[src/rtl/cic_ctrl_pkg.sv]
// Shared types and helpers for the CIC rate controller: state encoding,
// field/counter widths and the rate legality check.
package cic_ctrl_pkg;

  localparam int LOG2R_W      = 3;
  localparam int CLR_CNT_W    = 4;
  localparam int SETTLE_CNT_W = 4;

  typedef enum logic [1:0] {
    ST_IDLE,
    ST_CLEAR,
    ST_SETTLE,
    ST_RUN
  } ctrl_state_e;

  function automatic logic rate_is_legal(input logic [LOG2R_W-1:0] log2r,
                                         input int unsigned max_log2r);
    return (log2r != '0) && (32'(log2r) <= max_log2r);
  endfunction

endpackage

[src/rtl/cic_strobe_watchdog.sv]
// Strobe watchdog: reloads on every kick while enabled and pulses expire
// when LIMIT consecutive cycles pass without a kick.
module cic_strobe_watchdog #(
  parameter int LIMIT = 256
) (
  input  logic clk,
  input  logic rst,
  input  logic en,
  input  logic kick,
  output logic expire
);

  localparam int CNT_W = $clog2(LIMIT + 1);

  logic [CNT_W-1:0] cnt_q, cnt_d;

  always_comb begin
    cnt_d  = cnt_q;
    expire = 1'b0;
    if (!en || kick) begin
      cnt_d = '0;
    end else if (cnt_q == CNT_W'(LIMIT - 1)) begin
      cnt_d  = '0;
      expire = 1'b1;
    end else begin
      cnt_d = cnt_q + CNT_W'(1);
    end
  end

  always_ff @(posedge clk or posedge rst) begin
    if (rst) begin
      cnt_q <= '0;
    end else begin
      cnt_q <= cnt_d;
    end
  end

endmodule

[src/rtl/cic_rate_ctrl.sv]
// Run-time rate controller for the power-of-two CIC decimator: rate handshake,
// CIC clear/settle sequencing and settled-sample forwarding.
// Optional strobe watchdog enabled by defining CIC_RATE_CTRL_WATCHDOG_EN.
module cic_rate_ctrl
  import cic_ctrl_pkg::*;
#(
  parameter int N          = 2,
  parameter int LOG2R_MAX  = 7,
  parameter int LOG2R_DEF  = 4,
  parameter int DATA_W     = 14,
  parameter int CLR_CYCLES = 4,
  parameter int SETTLE     = N + 2
) (
  input  logic                     clk,
  input  logic                     rst,
  input  logic                     cfg_valid,
  output logic                     cfg_ready,
  input  logic [LOG2R_W-1:0]       cfg_log2r,
  output logic                     cic_rst,
  output logic [LOG2R_W-1:0]       cic_log2r,
  input  logic                     cic_dclk,
  input  logic signed [DATA_W-1:0] cic_data,
  output logic signed [DATA_W-1:0] out_data,
  output logic                     out_valid,
  output logic                     locked,
  output logic                     cfg_err,
  output logic                     timeout
);

  ctrl_state_e              state_q, state_d;
  logic [CLR_CNT_W-1:0]     clr_cnt_q, clr_cnt_d;
  logic [SETTLE_CNT_W-1:0]  settle_cnt_q, settle_cnt_d;
  logic [LOG2R_W-1:0]       log2r_q, log2r_d;
  logic                     cic_rst_q, cic_rst_d;
  logic                     dclk_q;
  logic signed [DATA_W-1:0] out_data_q, out_data_d;
  logic                     out_valid_q, out_valid_d;
  logic                     cfg_err_q, cfg_err_d;
  logic                     cfg_accept;
  logic                     rate_legal;
  logic                     rate_accept;
  logic                     wd_expire;

  assign cfg_ready   = (state_q == ST_IDLE) || (state_q == ST_RUN);
  assign cfg_accept  = cfg_valid && cfg_ready;
  assign rate_legal  = rate_is_legal(cfg_log2r, LOG2R_MAX);
  assign rate_accept = cfg_accept && rate_legal;

  always_comb begin
    state_d      = state_q;
    clr_cnt_d    = clr_cnt_q;
    settle_cnt_d = settle_cnt_q;
    log2r_d      = log2r_q;
    out_data_d   = out_data_q;
    out_valid_d  = 1'b0;
    cfg_err_d    = cfg_err_q;

    if (cfg_accept && !rate_legal) begin
      cfg_err_d = 1'b1;
    end

    unique case (state_q)
      ST_IDLE: begin
        if (rate_accept) begin
          state_d   = ST_CLEAR;
          clr_cnt_d = '0;
          log2r_d   = cfg_log2r;
        end
      end
      ST_CLEAR: begin
        if (clr_cnt_q == CLR_CNT_W'(CLR_CYCLES - 1)) begin
          state_d      = ST_SETTLE;
          settle_cnt_d = '0;
        end else begin
          clr_cnt_d = clr_cnt_q + CLR_CNT_W'(1);
        end
      end
      ST_SETTLE: begin
        if (cic_dclk) begin
          if (settle_cnt_q == SETTLE_CNT_W'(SETTLE - 1)) begin
            state_d = ST_RUN;
          end else begin
            settle_cnt_d = settle_cnt_q + SETTLE_CNT_W'(1);
          end
        end
      end
      ST_RUN: begin
        // A reconfiguration wins over a sample landing in the same cycle.
        if (rate_accept) begin
          state_d   = ST_CLEAR;
          clr_cnt_d = '0;
          log2r_d   = cfg_log2r;
        end else if (dclk_q) begin
          out_data_d  = cic_data;
          out_valid_d = 1'b1;
        end
      end
      default: state_d = ST_IDLE;
    endcase

    if (wd_expire && !rate_accept) begin
      state_d   = ST_CLEAR;
      clr_cnt_d = '0;
    end
  end

  assign cic_rst_d = (state_d == ST_IDLE) || (state_d == ST_CLEAR);

  always_ff @(posedge clk or posedge rst) begin
    if (rst) begin
      state_q      <= ST_IDLE;
      clr_cnt_q    <= '0;
      settle_cnt_q <= '0;
      log2r_q      <= LOG2R_W'(LOG2R_DEF);
      cic_rst_q    <= 1'b1;
      dclk_q       <= 1'b0;
      out_data_q   <= '0;
      out_valid_q  <= 1'b0;
      cfg_err_q    <= 1'b0;
    end else begin
      state_q      <= state_d;
      clr_cnt_q    <= clr_cnt_d;
      settle_cnt_q <= settle_cnt_d;
      log2r_q      <= log2r_d;
      cic_rst_q    <= cic_rst_d;
      // Only strobes seen in RUN are captured, so the last settle strobe is never forwarded.
      dclk_q       <= cic_dclk && (state_q == ST_RUN);
      out_data_q   <= out_data_d;
      out_valid_q  <= out_valid_d;
      cfg_err_q    <= cfg_err_d;
    end
  end

  assign cic_rst   = cic_rst_q;
  assign cic_log2r = log2r_q;
  assign out_data  = out_data_q;
  assign out_valid = out_valid_q;
  assign locked    = (state_q == ST_RUN);
  assign cfg_err   = cfg_err_q;

`ifdef CIC_RATE_CTRL_WATCHDOG_EN
  logic timeout_q, timeout_d;

  cic_strobe_watchdog #(
    .LIMIT(2 * (2 ** LOG2R_MAX))
  ) u_watchdog (
    .clk   (clk),
    .rst   (rst),
    .en    ((state_q == ST_SETTLE) || (state_q == ST_RUN)),
    .kick  (cic_dclk),
    .expire(wd_expire)
  );

  always_comb begin
    timeout_d = timeout_q;
    if (rate_accept) begin
      timeout_d = 1'b0;
    end else if (wd_expire) begin
      timeout_d = 1'b1;
    end
  end

  always_ff @(posedge clk or posedge rst) begin
    if (rst) begin
      timeout_q <= 1'b0;
    end else begin
      timeout_q <= timeout_d;
    end
  end

  assign timeout = timeout_q;
`else
  assign wd_expire = 1'b0;
  assign timeout   = 1'b0;
`endif

endmodule

[config.mk]
export PLATFORM = sky130hd
export DESIGN_NAME = cic_rate_ctrl
export DESIGN_NICKNAME = d
export VERILOG_FILES = /design/src/rtl/cic_ctrl_pkg.sv /design/src/rtl/cic_strobe_watchdog.sv /design/src/rtl/cic_rate_ctrl.sv
export SDC_FILE = /design/constraint.sdc
export NUM_CORES = 1
export LEC_CHECK = 0
export ABC_CLOCK_PERIOD_IN_PS = 2050
export CORE_MARGIN = 5
export CORE_UTILIZATION = 25
export DETAILED_ROUTE_END_ITERATION = 12
export HOLD_SLACK_MARGIN = 0.15
export SLEW_MARGIN = 10
export SYNTH_ARGS = -nofsm -noshare
export SYNTH_HDL_FRONTEND = slang
export SYNTH_HIERARCHICAL = 1
export SYNTH_SLANG_ARGS = --single-unit
[constraint.sdc]
create_clock -name clk -period 2.05 [get_ports clk]
set_input_delay 0.3075 -clock clk [delete_from_list [all_inputs] [get_ports clk]]
set_output_delay 0.3075 -clock clk [all_outputs]
set_load 0.02 [all_outputs]
==> impl_summary.txt, run 1 <==
----------------------------------------------------
[Worst setup path]
  Endpoint required time on the critical path ... between 1.5 and 2 ns
  Origin of the critical flop-to-flop path ... state_q[1]$_DFF_PP0_
  Arrival time at the worst endpoint ... ~1.6 ns
  Number of buffer and inverter instances along the worst setup path ... 2
  CP Launch Type ... register
  Worst Reg2Reg Path Length in Cells ... 5
  Capturing point of the worst reg2reg path ... out_data[7]$_DFFE_PP0P_
  Cell with the biggest individual delay on the critical path ... clkdlybuf4s50_1
  Stage delay of the slowest cell on the critical path ... about 0.64 ns
  Cell chain of the critical path ... buf_4 > ha_1 > clkdlybuf4s50_1
  Critical-path maximum fanout ... 4
  Largest delay contributor family on the critical path ... buffers and inverters
  Reg-to-reg setup timing slack ... 0.24 ns
  Setup crit end kind ... output pin
  Type of the worst setup path ... reg -> out

[Detailed routing]
  Post-detailed-route DRC marker count ... 0
  First-pass iteration count of the detailed router ... 4
  Overall routed net length ... around 3300 microns
  Number of vias after detailed routing ... between 1k and 1.5k
  Iteration-0 DRC count of the detailed router ... 44
  Top metal layer carrying routed signals ... met4
  Routed Antenna Nets ... 0
  M1 wire length ... approximately 1400 microns
  Metal2 WL ... about 1500 microns
  DR vias/cell ... roughly 4.5
  DR WL/cell ... 13.3 microns
  Met3 WL post-DR ... about 300 microns

[Clock tree]
  Clock Tree Root ... clkbuf_8
  H-Tree Depth ... 2
  Clock tree from TritonCTS ... yes
  Maximum number of buffers from clock root to sink ... 2
  Post-CTS Setup Inserts ... 0
  CTS clk-pin slew, worst paths ... around 0.070 ns
  Clock latency on the worst-skew pair ... around 0.28 ns
  Clock buffers created by TritonCTS ... 5
  Clock tree sinks ... 31

[Finish]
  Ant. Diodes ... 0
  Post-route cell area ... 0.00210 sq mm
  Core utilization of the finished layout ... ~36%
  Net count reported at finish ... ~200
  Growth of design area from synthesis to finish ... 41.2%
  Proportion of layout cells with a drive suffix above 1 ... 18.2%

[Power and ir drop]
  Worst vdd ir ... between 0.4 and 0.5 mV
  Static Leakage ... 0.000922 uW
  Overall power consumption ... ~2500 uW
  Power per cell area ... approximately 1200 mW/mm^2

[Synthesis]
  Most numerous cell in the Yosys netlist ... dfrtp_1
  Post-synth EDFFs ... 0
  Proportion of synthesized flip-flops having asynchronous set or reset ... between 90% and 100%
  Avg Inst Size Synth ... between 10 and 15 sq um
  Post-Synthesis Net Count ... around 150
  Cells taking the most area after synthesis ... dfrtp_1, mux2_4, ha_1
  Number of warnings reported in the yosys synthesis log ... 6
  Number of cells produced by synthesis ... ~120
  #FFs+latches synth ... 31
  Sequential share of the synthesized area ... between 50% and 60%
  Cell taking the most area after synthesis ... dfrtp_1
  Share of the synthesized area in the top cell type ... between 40% and 50%
  Mapped cell area ... around 0.0015 sq mm
  Most frequent cells after synthesis ... dfrtp_1, mux2_4, inv_1, nand2_1
  Number of different library cells in the post-synthesis netlist ... 38
  Dominant register cell in the synthesized netlist ... dfrtp_1

[Placed design]
  Placed wire-length estimate ... approximately 2300 microns
  Weighted congestion at the end of routability-driven global placement ... around 0.74
  Placement-stage cell area ... ~0.002 sq mm
  Setup slack after placement ... ~0.082 ns
  IO buf count ... 42

[STA]
  F_max ... 0.523 GHz
  Unrepaired setup endpoints after global routing ... false
  Final Hold Vio Count ... 0
  Number of setup violations in the final report ... 0
  Final Slew Violations ... 0
  Final setup slack of the worst path ... between 0.1 and 0.15 ns
  Min Tclk post-route ... about 1.9 ns
  Final Cycle Share ... 93.3%
  Setup TNS Final ... 0 ns
  Worst Skew ... between 0.006 and 0.007 ns

[Global routing]
  Remaining global-route overflow ... 0
  Number of antenna violations at the first check in global routing ... 0
  Overall Global Routing Usage ... roughly 9.1%
  Wire length of the first global-routing pass ... between 5000 and 6000 microns
  Pin count of the biggest net entering global routing ... 32
  Number of global-route vias before repair ... 1097

[Flow run]
  Max-cap check violation count ... 0

[Die]
  Die ar. ... roughly 0.0076 sq mm
  Horizontal die dimension ... about 87 microns
  Site row count ... 28
  Starting density of the core ... 25.5%
  Core region area ... approximately 0.006 sq mm
  Die Ht ... a little under 90 microns
  IO Pins ... 44

[Hold path]
  Path type of the worst min-delay path ... in -> async

[Outcome]
  Outcome ... completed

----------------------------------------------------
-- where the power goes --
| part | total (uW) | internal, uW | switching (uW) |
|---|---|---|---|
| Clock | 488 | 270 | 217 |
| Combinational | 1150 | 550 | 604 |
| Sequential | 906 | 794 | 112 |
-- tightest hold or removal path: cells and delay by family --
family	cells	cell delay (ns)
buf+inv	3	0.81
-- repair_timing --
item                                    CTS  global route
hold buffers                              0             0
endpoints found under the setup margin    1             0
endpoints found under the hold margin     0             0
gates resized for setup                   2             0
-- area by class of cell --
type / instances / area, sq um
Inverter: 7 / 26.3
Multi-Input combinational cell: 77 / 646
Sequential cell: 31 / 778
Clock inverter: 1 / 5.00
Fill cell: 583 / 3750
Tap cell: 75 / 93.8
Clock buffer: 7 / 86.3
Timing Repair Buffer: 47 / 469
-- per-stage QoR --
step	std cells	hold slack (ns)
floorplan	119	0.410
global placement	237	0.480
detailed placement	237	0.479
CTS	245	0.424
global route	245	0.465
finish	245	0.419
-- state kept, by name, summed over array words and instances, names as in the netlist --
signal        cells
dclk_q            1
clr_cnt_q         4
out_data         14
cic_log2r         3
state_q           2
settle_cnt_q      4
cfg_err           1
cic_rst           1
out_valid         1
-- worst max path at each step --
| stage | startpoint | to | slack (ns) | cells after the start |
|---|---|---|---|---|
| floorplan | state_q[0]$_DFF_PP0_ | out_data[0]$_DFFE_PP0P_ | 0.01 | 7 |
| global placement | cfg_log2r[0] | out_data[5]$_DFFE_PP0P_ | 0.10 | 5 |
| detailed placement | cfg_log2r[0] | out_data[2]$_DFFE_PP0P_ | 0.08 | 5 |
| CTS | state_q[0]$_DFF_PP0_ | locked | 0.11 | 3 |
| global route | state_q[0]$_DFF_PP0_ | locked | 0.09 | 3 |
| finish | state_q[0]$_DFF_PP0_ | locked | 0.14 | 3 |
-- layout by cell type, fill, tap and decap left out, types with 5 or more instances in the layout --
cell type | netlist | layout
inv_1 | 7 | 7
mux2_4 | 9 | 9
ha_1 | 6 | 5
clkdlybuf4s50_1 | 0 | 41
nand2_1 | 7 | 7
clkbuf_8 | 0 | 6
mux2_2 | 6 | 6
dfrtp_1 | 29 | 29
o21ai_0 | 6 | 6
a21oi_1 | 5 | 5
-- routing by layer --
metal / GRT usage, % / vias to the layer above
met5: 0 / -
met1: 11.3 / 538
met4: 2.93 / 0
met3: 3.88 / 2
met2: 14.3 / 34
li1: - / 527
-- cell families (layout without fill, tap and decap cells) --
| logic type | Yosys count | count (layout) | share of synthesized area (%) |
|---|---|---|---|
| other cells | 1 | 1 | 0.252 |
| buf+inv | 11 | 62 | 4.62 |
| compound gates | 27 | 27 | 13.8 |
| mux | 16 | 16 | 14.3 |
| simple gates | 27 | 27 | 9.82 |
| fa+ha+maj | 6 | 6 | 5.04 |
| flops | 31 | 31 | 52.2 |
Note: power is estimated with default switching activity, not from simulation.
==> run 2: changes to the inputs <==
- CELL_PAD_IN_SITES_DETAIL_PLACEMENT: default -> 0
- CELL_PAD_IN_SITES_GLOBAL_PLACEMENT: default -> 1
- PLACE_DENSITY_LB_ADDON: default -> 0.1
==> run 2 against run 1 <==
- total power rose by 7.3%
- first-iteration DRC count decreased by 34%
- count of clock-buffer cells in the layout decreased by 1
- fmax up 2.0%
- final cell count is 0.41% higher
- clock skew rose by 0.0013 ns
- utilization rose by 0.58 points
- design area rose by 1.6%
- sequential share of layout area down 0.58 points
- die area stayed put
- global-route usage up 0.76 points
- sequential power rose by 0.8%
- critical endpoint unchanged
- largest cell class unchanged
- largest power group unchanged
- highest routed layer unchanged
==> impl_summary.txt, run 2 (synthesis results as in run 1) <==
----------------------------------------------------
[Clock tree]
  Post-CTS Setup Inserts ... 0 (unchanged)
  Clock Tree Root ... clkbuf_8
  Clock latency on the worst-skew pair ... 0.28 ns (about the same)
  CTS clk-pin slew, worst paths ... 0.07 ns (about the same)
  Clock tree sinks ... 31 (unchanged)
  # hold bufs at CTS ... 0 (unchanged)
  Count of cells resized by post-cts repair ... 1 (-1)
  Maximum number of buffers from clock root to sink ... 2 (unchanged)
  H-Tree Depth ... 2 (unchanged)
  Clock buffers created by TritonCTS ... 5 (unchanged)
  Clock tree from TritonCTS ... yes

[Finish]
  Largest register FFs ... 14 (unchanged)
  Ant. Diodes ... 0 (unchanged)
  Highest-count cells in the layout ignoring fill and taps ... clkdlybuf4s50_1, dfrtp_1, mux2_4
  Proportion of layout cells with a drive suffix above 1 ... 19.3% (+1.1 points)
  Most common library cell in the layout ignoring fill and taps ... clkdlybuf4s50_1
  Storage cell area ... 778 sq um (unchanged)
  Net count reported at finish ... 197 (+0.51%)
  Filler cells ... 558 (-4.3%)
  Core utilization of the finished layout ... 36.5% (+0.58 points)
  Growth of design area from synthesis to finish ... 43.5%
  Combined area of the multi-input logic cells ... 646 sq um (unchanged)

[Power and ir drop]
  Static Leakage ... 0.000940 uW (+1.9%)
  Sequential fraction of design power ... 33.4% (-2.2 points)
  Power dissipated by switching net loads ... 974 uW (+4.4%)
  Portion of total power attributed to the clock network ... 23.2% (+4.1 points)
  Cell internal power dissipation ... 1760 uW (+9.0%)
  Worst vdd ir ... 0.825 mV (+75%)
  Combinational Power Share ... 43.4% (-1.9 points)
  Net Sw Frac ... 35.6% (-0.98 points)
  Power per cell area ... 1280 mW/mm^2 (+5.6%)

[Worst setup path]
  Type of the worst setup path ... reg -> out
  Setup crit end kind ... output pin
  Origin of the critical flop-to-flop path ... state_q[0]$_DFF_PP0_
  Number of buffer and inverter instances along the worst setup path ... 1 (-1)
  Critical-path maximum fanout ... 5 (+1)
  Largest delay contributor family on the critical path ... buffers and inverters
  Cell chain of the critical path ... ha_1 > clkdlybuf4s50_1
  Worst Reg2Reg Path Length in Cells ... 7 (+2)
  Endpoint required time on the critical path ... 1.74 ns (about the same)
  Cell with the biggest individual delay on the critical path ... clkdlybuf4s50_1
  CP Launch Type ... register
  Capturing point of the worst reg2reg path ... clr_cnt_q[3]$_DFFE_PP0P_
  Stage delay of the slowest cell on the critical path ... 0.64 ns (about the same)
  Reg-to-reg setup timing slack ... 0.20 ns (-0.04 ns)
  Arrival time at the worst endpoint ... 1.57 ns (-0.04 ns)

[STA]
  F_max ... 0.533 GHz (+2.0%)
  Final Hold Vio Count ... 0 (unchanged)
  Number of setup violations in the final report ... 0 (unchanged)
  Setup TNS Final ... 0 ns (unchanged)
  Unrepaired setup endpoints after global routing ... false
  Final Cycle Share ... 91.5% (-1.8 points)
  Min Tclk post-route ... 1.88 ns (-0.0369 ns)
  Worst Skew ... 0.00732 ns (+0.00127 ns)
  Final Slew Violations ... 0 (unchanged)
  Post-route worst hold slack ... 0.416 ns (-0.00335 ns)

[Placed design]
  Weighted congestion at the end of routability-driven global placement ... 0.779 (+5.6%)
  IO buf count ... 42 (unchanged)
  Placed wire-length estimate ... 2450 microns (+4.6%)

[Detailed routing]
  Overall routed net length ... 3530 microns (+8.5%)
  Number of vias after detailed routing ... 1106 (+0.45%)
  DR vias/cell ... 4.50 (about the same)
  DR WL/cell ... 14.4 microns (+8.1%)
  Routed Antenna Nets ... 0 (unchanged)
  Post-detailed-route DRC marker count ... 0 (unchanged)
  Iteration-0 DRC count of the detailed router ... 29 (-34%)
  First-pass iteration count of the detailed router ... 4 (unchanged)

[Global routing]
  Number of antenna violations at the first check in global routing ... 0 (unchanged)
  Pin count of the biggest net entering global routing ... 32 (unchanged)
  Overall Global Routing Usage ... 9.86% (+0.76 points)
  Number of global-route vias before repair ... 1125 (+2.6%)
  Wire length of the first global-routing pass ... 5730 microns (+7.1%)
  Remaining global-route overflow ... 0 (unchanged)

[Die]
  Die Ht ... 87.2 microns (unchanged)
  Starting density of the core ... 25.5% (unchanged)
  IO Pins ... 44 (unchanged)
  Core region area ... 0.00585 sq mm (unchanged)
  Horizontal die dimension ... 87.2 microns (unchanged)
  Site row count ... 28 (unchanged)
  Die ar. ... 0.00760 sq mm (unchanged)

[Hold path]
  Path type of the worst min-delay path ... in -> async

[Flow run]
  Max-cap check violation count ... 0 (unchanged)

[Outcome]
  Outcome ... completed

----------------------------------------------------
run 2: tightest hold or removal path: stages:
cell and delay, ns:
clkdlybuf4s50_1 0.40, inv_1 0.05, buf_4 0.37
run 2: cell type report:
cell class / instances / area share [%]
tap: 75 / 4.39
clock buffer: 6 / 3.86
sequential: 31 / 36.4
inverter: 7 / 1.23
timing repair buffer: 48 / 22.3
multi-input combinational: 77 / 30.2
clock inverter: 2 / 1.64
run 2: how the worst max path moves through the flow:
stage	start	to	slack [ns]	cells after the start
6_report	state_q[0]$_DFF_PP0_	locked	0.17	2
5_1_grt	state_q[0]$_DFF_PP0_	clr_cnt_q[3]$_DFFE_PP0P_	0.09	7
4_1_cts	state_q[0]$_DFF_PP0_	cfg_ready	0.12	3
3_5_place_dp	cfg_log2r[0]	clr_cnt_q[3]$_DFFE_PP0P_	0.05	6
3_3_place_gp	cfg_log2r[0]	out_data[1]$_DFFE_PP0P_	0.09	5
2_1_floorplan	state_q[0]$_DFF_PP0_	out_data[0]$_DFFE_PP0P_	0.01	7
run 2: power groups by stage:
stage	Combinational [uW]	Clock (uW)	Sequential [uW]
6_report	1190	633	913
5_1_grt	1310	685	938
4_1_cts	1190	660	914
3_5_place_dp	1200	0	925
3_3_place_gp	1200	0	919
2_1_floorplan	603	0	1010
run 2: per-stage QoR:
step	worst slack (ns)	area, sq um	std cells	total power (uW)
after global placement	0.0876	2020	238	2110
after detailed placement	0.0451	2020	238	2120
after CTS	0.121	2140	246	2760
after global routing	0.0876	2140	246	2930
final	0.174	2140	246	2730
after floorplan	0.0107	1490	119	1620
run 2: layer usage:
layer / global-route usage, % / vias to the layer above / share of wire, %
met5: 0 / - / 0
met4: 2.93 / 0 / 0.40
li1: - / 526 / -
met1: 12.6 / 547 / 46
met3: 3.97 / 2 / 7.8
met2: 15.3 / 31 / 46
==> run 3: changes to the inputs <==
- REMOVE_ABC_BUFFERS: default -> 1
==> run 3 against run 2 <==
- first-iteration DRC count fell by 10%
- largest power group unchanged
- sequential power is 1% lower
- clock skew fell by 0.0017 ns
==> impl_summary.txt, run 3 (synthesis results as in run 1) <==
----------------------------------------------------
[Die]
  Starting density of the core ... 25.5% (unchanged)
  Die Ht ... 87.2 microns (unchanged)
  Site row count ... 28 (unchanged)
  Horizontal die dimension ... 87.2 microns (unchanged)
  Die ar. ... 0.00760 sq mm (unchanged)
  Core region area ... 0.00585 sq mm (unchanged)
  IO Pins ... 44 (unchanged)

[STA]
  Final Slew Violations ... 0 (unchanged)
  F_max ... 0.528 GHz (-1.0%)
  Worst Skew ... 0.00561 ns (-0.00171 ns)
  Final setup slack of the worst path ... 0.155 ns (-0.0189 ns)
  Unrepaired setup endpoints after global routing ... false
  Min Tclk post-route ... 1.90 ns (+0.0189 ns)
  Number of setup violations in the final report ... 0 (unchanged)
  Final Hold Vio Count ... 0 (unchanged)
  Final Cycle Share ... 92.5% (+0.92 points)

[Placed design]
  Placement-stage cell area ... 0.00202 sq mm (unchanged)
  Weighted congestion at the end of routability-driven global placement ... 0.790 (+1.3%)
  Placed wire-length estimate ... 2400 microns (-2.1%)
  IO buf count ... 42 (unchanged)
  Setup slack after placement ... 0.0606 ns (+0.0155 ns)

[Global routing]
  Number of global-route vias before repair ... 1089 (-3.2%)
  Overall Global Routing Usage ... 8.95% (-0.91 points)
  Pin count of the biggest net entering global routing ... 32 (unchanged)
  Number of antenna violations at the first check in global routing ... 0 (unchanged)
  Wire length of the first global-routing pass ... 5280 microns (-7.9%)
  Remaining global-route overflow ... 0 (unchanged)

[Outcome]
  Outcome ... completed

[Clock tree]
  # hold bufs at CTS ... 0 (unchanged)
  Clock buffers created by TritonCTS ... 5 (unchanged)
  Clock tree sinks ... 31 (unchanged)
  Maximum number of buffers from clock root to sink ... 2 (unchanged)
  H-Tree Depth ... 2 (unchanged)
  Clock Tree Root ... clkbuf_8
  CTS clk-pin slew, worst paths ... 0.06 ns (about the same)
  Clock tree from TritonCTS ... yes
  Post-CTS Setup Inserts ... 0 (unchanged)
  Clock latency on the worst-skew pair ... 0.28 ns (about the same)

[Detailed routing]
  Post-detailed-route DRC marker count ... 0 (unchanged)
  DR WL/cell ... 13.4 microns (-6.8%)
  Number of vias after detailed routing ... 1087 (-1.7%)
  First-pass iteration count of the detailed router ... 4 (unchanged)
  Overall routed net length ... 3290 microns (-6.8%)
  Routed Antenna Nets ... 0 (unchanged)
  Iteration-0 DRC count of the detailed router ... 26 (-10%)
  DR vias/cell ... 4.42 (-1.7%)

[Worst setup path]
  Capturing point of the worst reg2reg path ... out_data[11]$_DFFE_PP0P_
  Reg-to-reg setup timing slack ... 0.22 ns (+0.02 ns)
  Number of buffer and inverter instances along the worst setup path ... 2 (+1)
  Arrival time at the worst endpoint ... 1.59 ns (+0.02 ns)
  CP Launch Type ... register
  Cell with the biggest individual delay on the critical path ... clkdlybuf4s50_1
  Largest delay contributor family on the critical path ... buffers and inverters
  Worst Reg2Reg Path Length in Cells ... 5 (-2)
  Origin of the critical flop-to-flop path ... state_q[1]$_DFF_PP0_
  Critical-path maximum fanout ... 4 (-1)
  Stage delay of the slowest cell on the critical path ... 0.56 ns (-0.08 ns)
  Endpoint required time on the critical path ... 1.74 ns (about the same)
  Cell chain of the critical path ... buf_4 > ha_1 > clkdlybuf4s50_1
  Setup crit end kind ... output pin
  Type of the worst setup path ... reg -> out

[Finish]
  Most common library cell in the layout ignoring fill and taps ... clkdlybuf4s50_1
  Highest-count cells in the layout ignoring fill and taps ... clkdlybuf4s50_1, dfrtp_1, mux2_4
  Net count reported at finish ... 197 (unchanged)
  Growth of design area from synthesis to finish ... 41.1%
  Post-route cell area ... 0.00210 sq mm (-1.7%)
  Ant. Diodes ... 0 (unchanged)
  Proportion of layout cells with a drive suffix above 1 ... 18.1% (-1.2 points)
  Filler cells ... 567 (+1.6%)
  Core utilization of the finished layout ... 35.9% (-0.62 points)
  Largest register FFs ... 14 (unchanged)

[Flow run]
  Max-cap check violation count ... 0 (unchanged)

[Hold path]
  Path type of the worst min-delay path ... in -> async

[Power and ir drop]
  Worst vdd ir ... 0.566 mV (-31%)
  Static Leakage ... 0.000922 uW (-2.0%)
  Power per cell area ... 1210 mW/mm^2 (-5.7%)

----------------------------------------------------
## run 3: cell types whose count changed in the layout (fill, tap and decap cells not counted), sizes merged
cell,before,now
bufinv,1,0
clkbuf,6,7
## run 3: final cells by class
class	instances	area, sq um	area share (%)
Tap cell	75	93.8	4.46
Clock buffer	7	76.3	3.63
Multi-Input combinational cell	77	646	30.7
Sequential cell	31	778	37.0
Inverter	7	26.3	1.25
Clock inverter	1	5.00	0.238
Timing Repair Buffer	48	477	22.7
## run 3: metal layers
metal	track usage [%]	wire length, microns	up-vias
met1	11.7	1500	517
met3	3.97	302	4
met5	0	0	-
met2	13.3	1460	37
li1	-	-	529
met4	2.93	27	0
## run 3: timing repair
item / 4_1_cts / 5_1_grt
setup endpoints to repair: 1 / 0
gates resized for setup: 2 / 0
endpoints found under the hold margin: 0 / 0
## run 3: metrics by stage
step / TNS [ns] / total power [uW] / instances / hold slack, ns
after floorplan: -1.85 / 1610 / 115 / 0.410
after detailed placement: 0 / 2110 / 238 / 0.473
after CTS: 0 / 2580 / 246 / 0.424
after global placement: 0 / 2100 / 238 / 0.460
after global routing: 0 / 2730 / 246 / 0.446
final: 0 / 2530 / 246 / 0.420
## run 3: how the worst max path moves through the flow
stage / from / endpoint / slack, ns / depth (start not counted)
2_1_floorplan: state_q[0]$_DFF_PP0_ / out_data[1]$_DFFE_PP0P_ / -0.17 / 5
3_3_place_gp: cfg_log2r[0] / out_data[4]$_DFFE_PP0P_ / 0.09 / 5
3_5_place_dp: cfg_log2r[0] / out_data[2]$_DFFE_PP0P_ / 0.06 / 5
4_1_cts: state_q[0]$_DFF_PP0_ / locked / 0.12 / 3
5_1_grt: state_q[0]$_DFF_PP0_ / locked / 0.09 / 3
6_report: state_q[0]$_DFF_PP0_ / locked / 0.15 / 3
## run 3: worst reg2reg max path: cells and delay by family, from the launching register on
| kind | cells | cell delay [ns] |
|---|---|---|
| simple gates | 1 | 0.23 |
| mux | 1 | 0.30 |
| buf+inv | 1 | 0.16 |
| compound gates | 1 | 0.14 |
| fa+ha+maj | 1 | 0.47 |
| flops | 1 | 0.42 |
## run 3: power by group
part	internal, uW	switching (uW)	total [uW]
registers	795	109	904
clock network	238	211	449
logic	563	618	1180
total	1600	939	2530
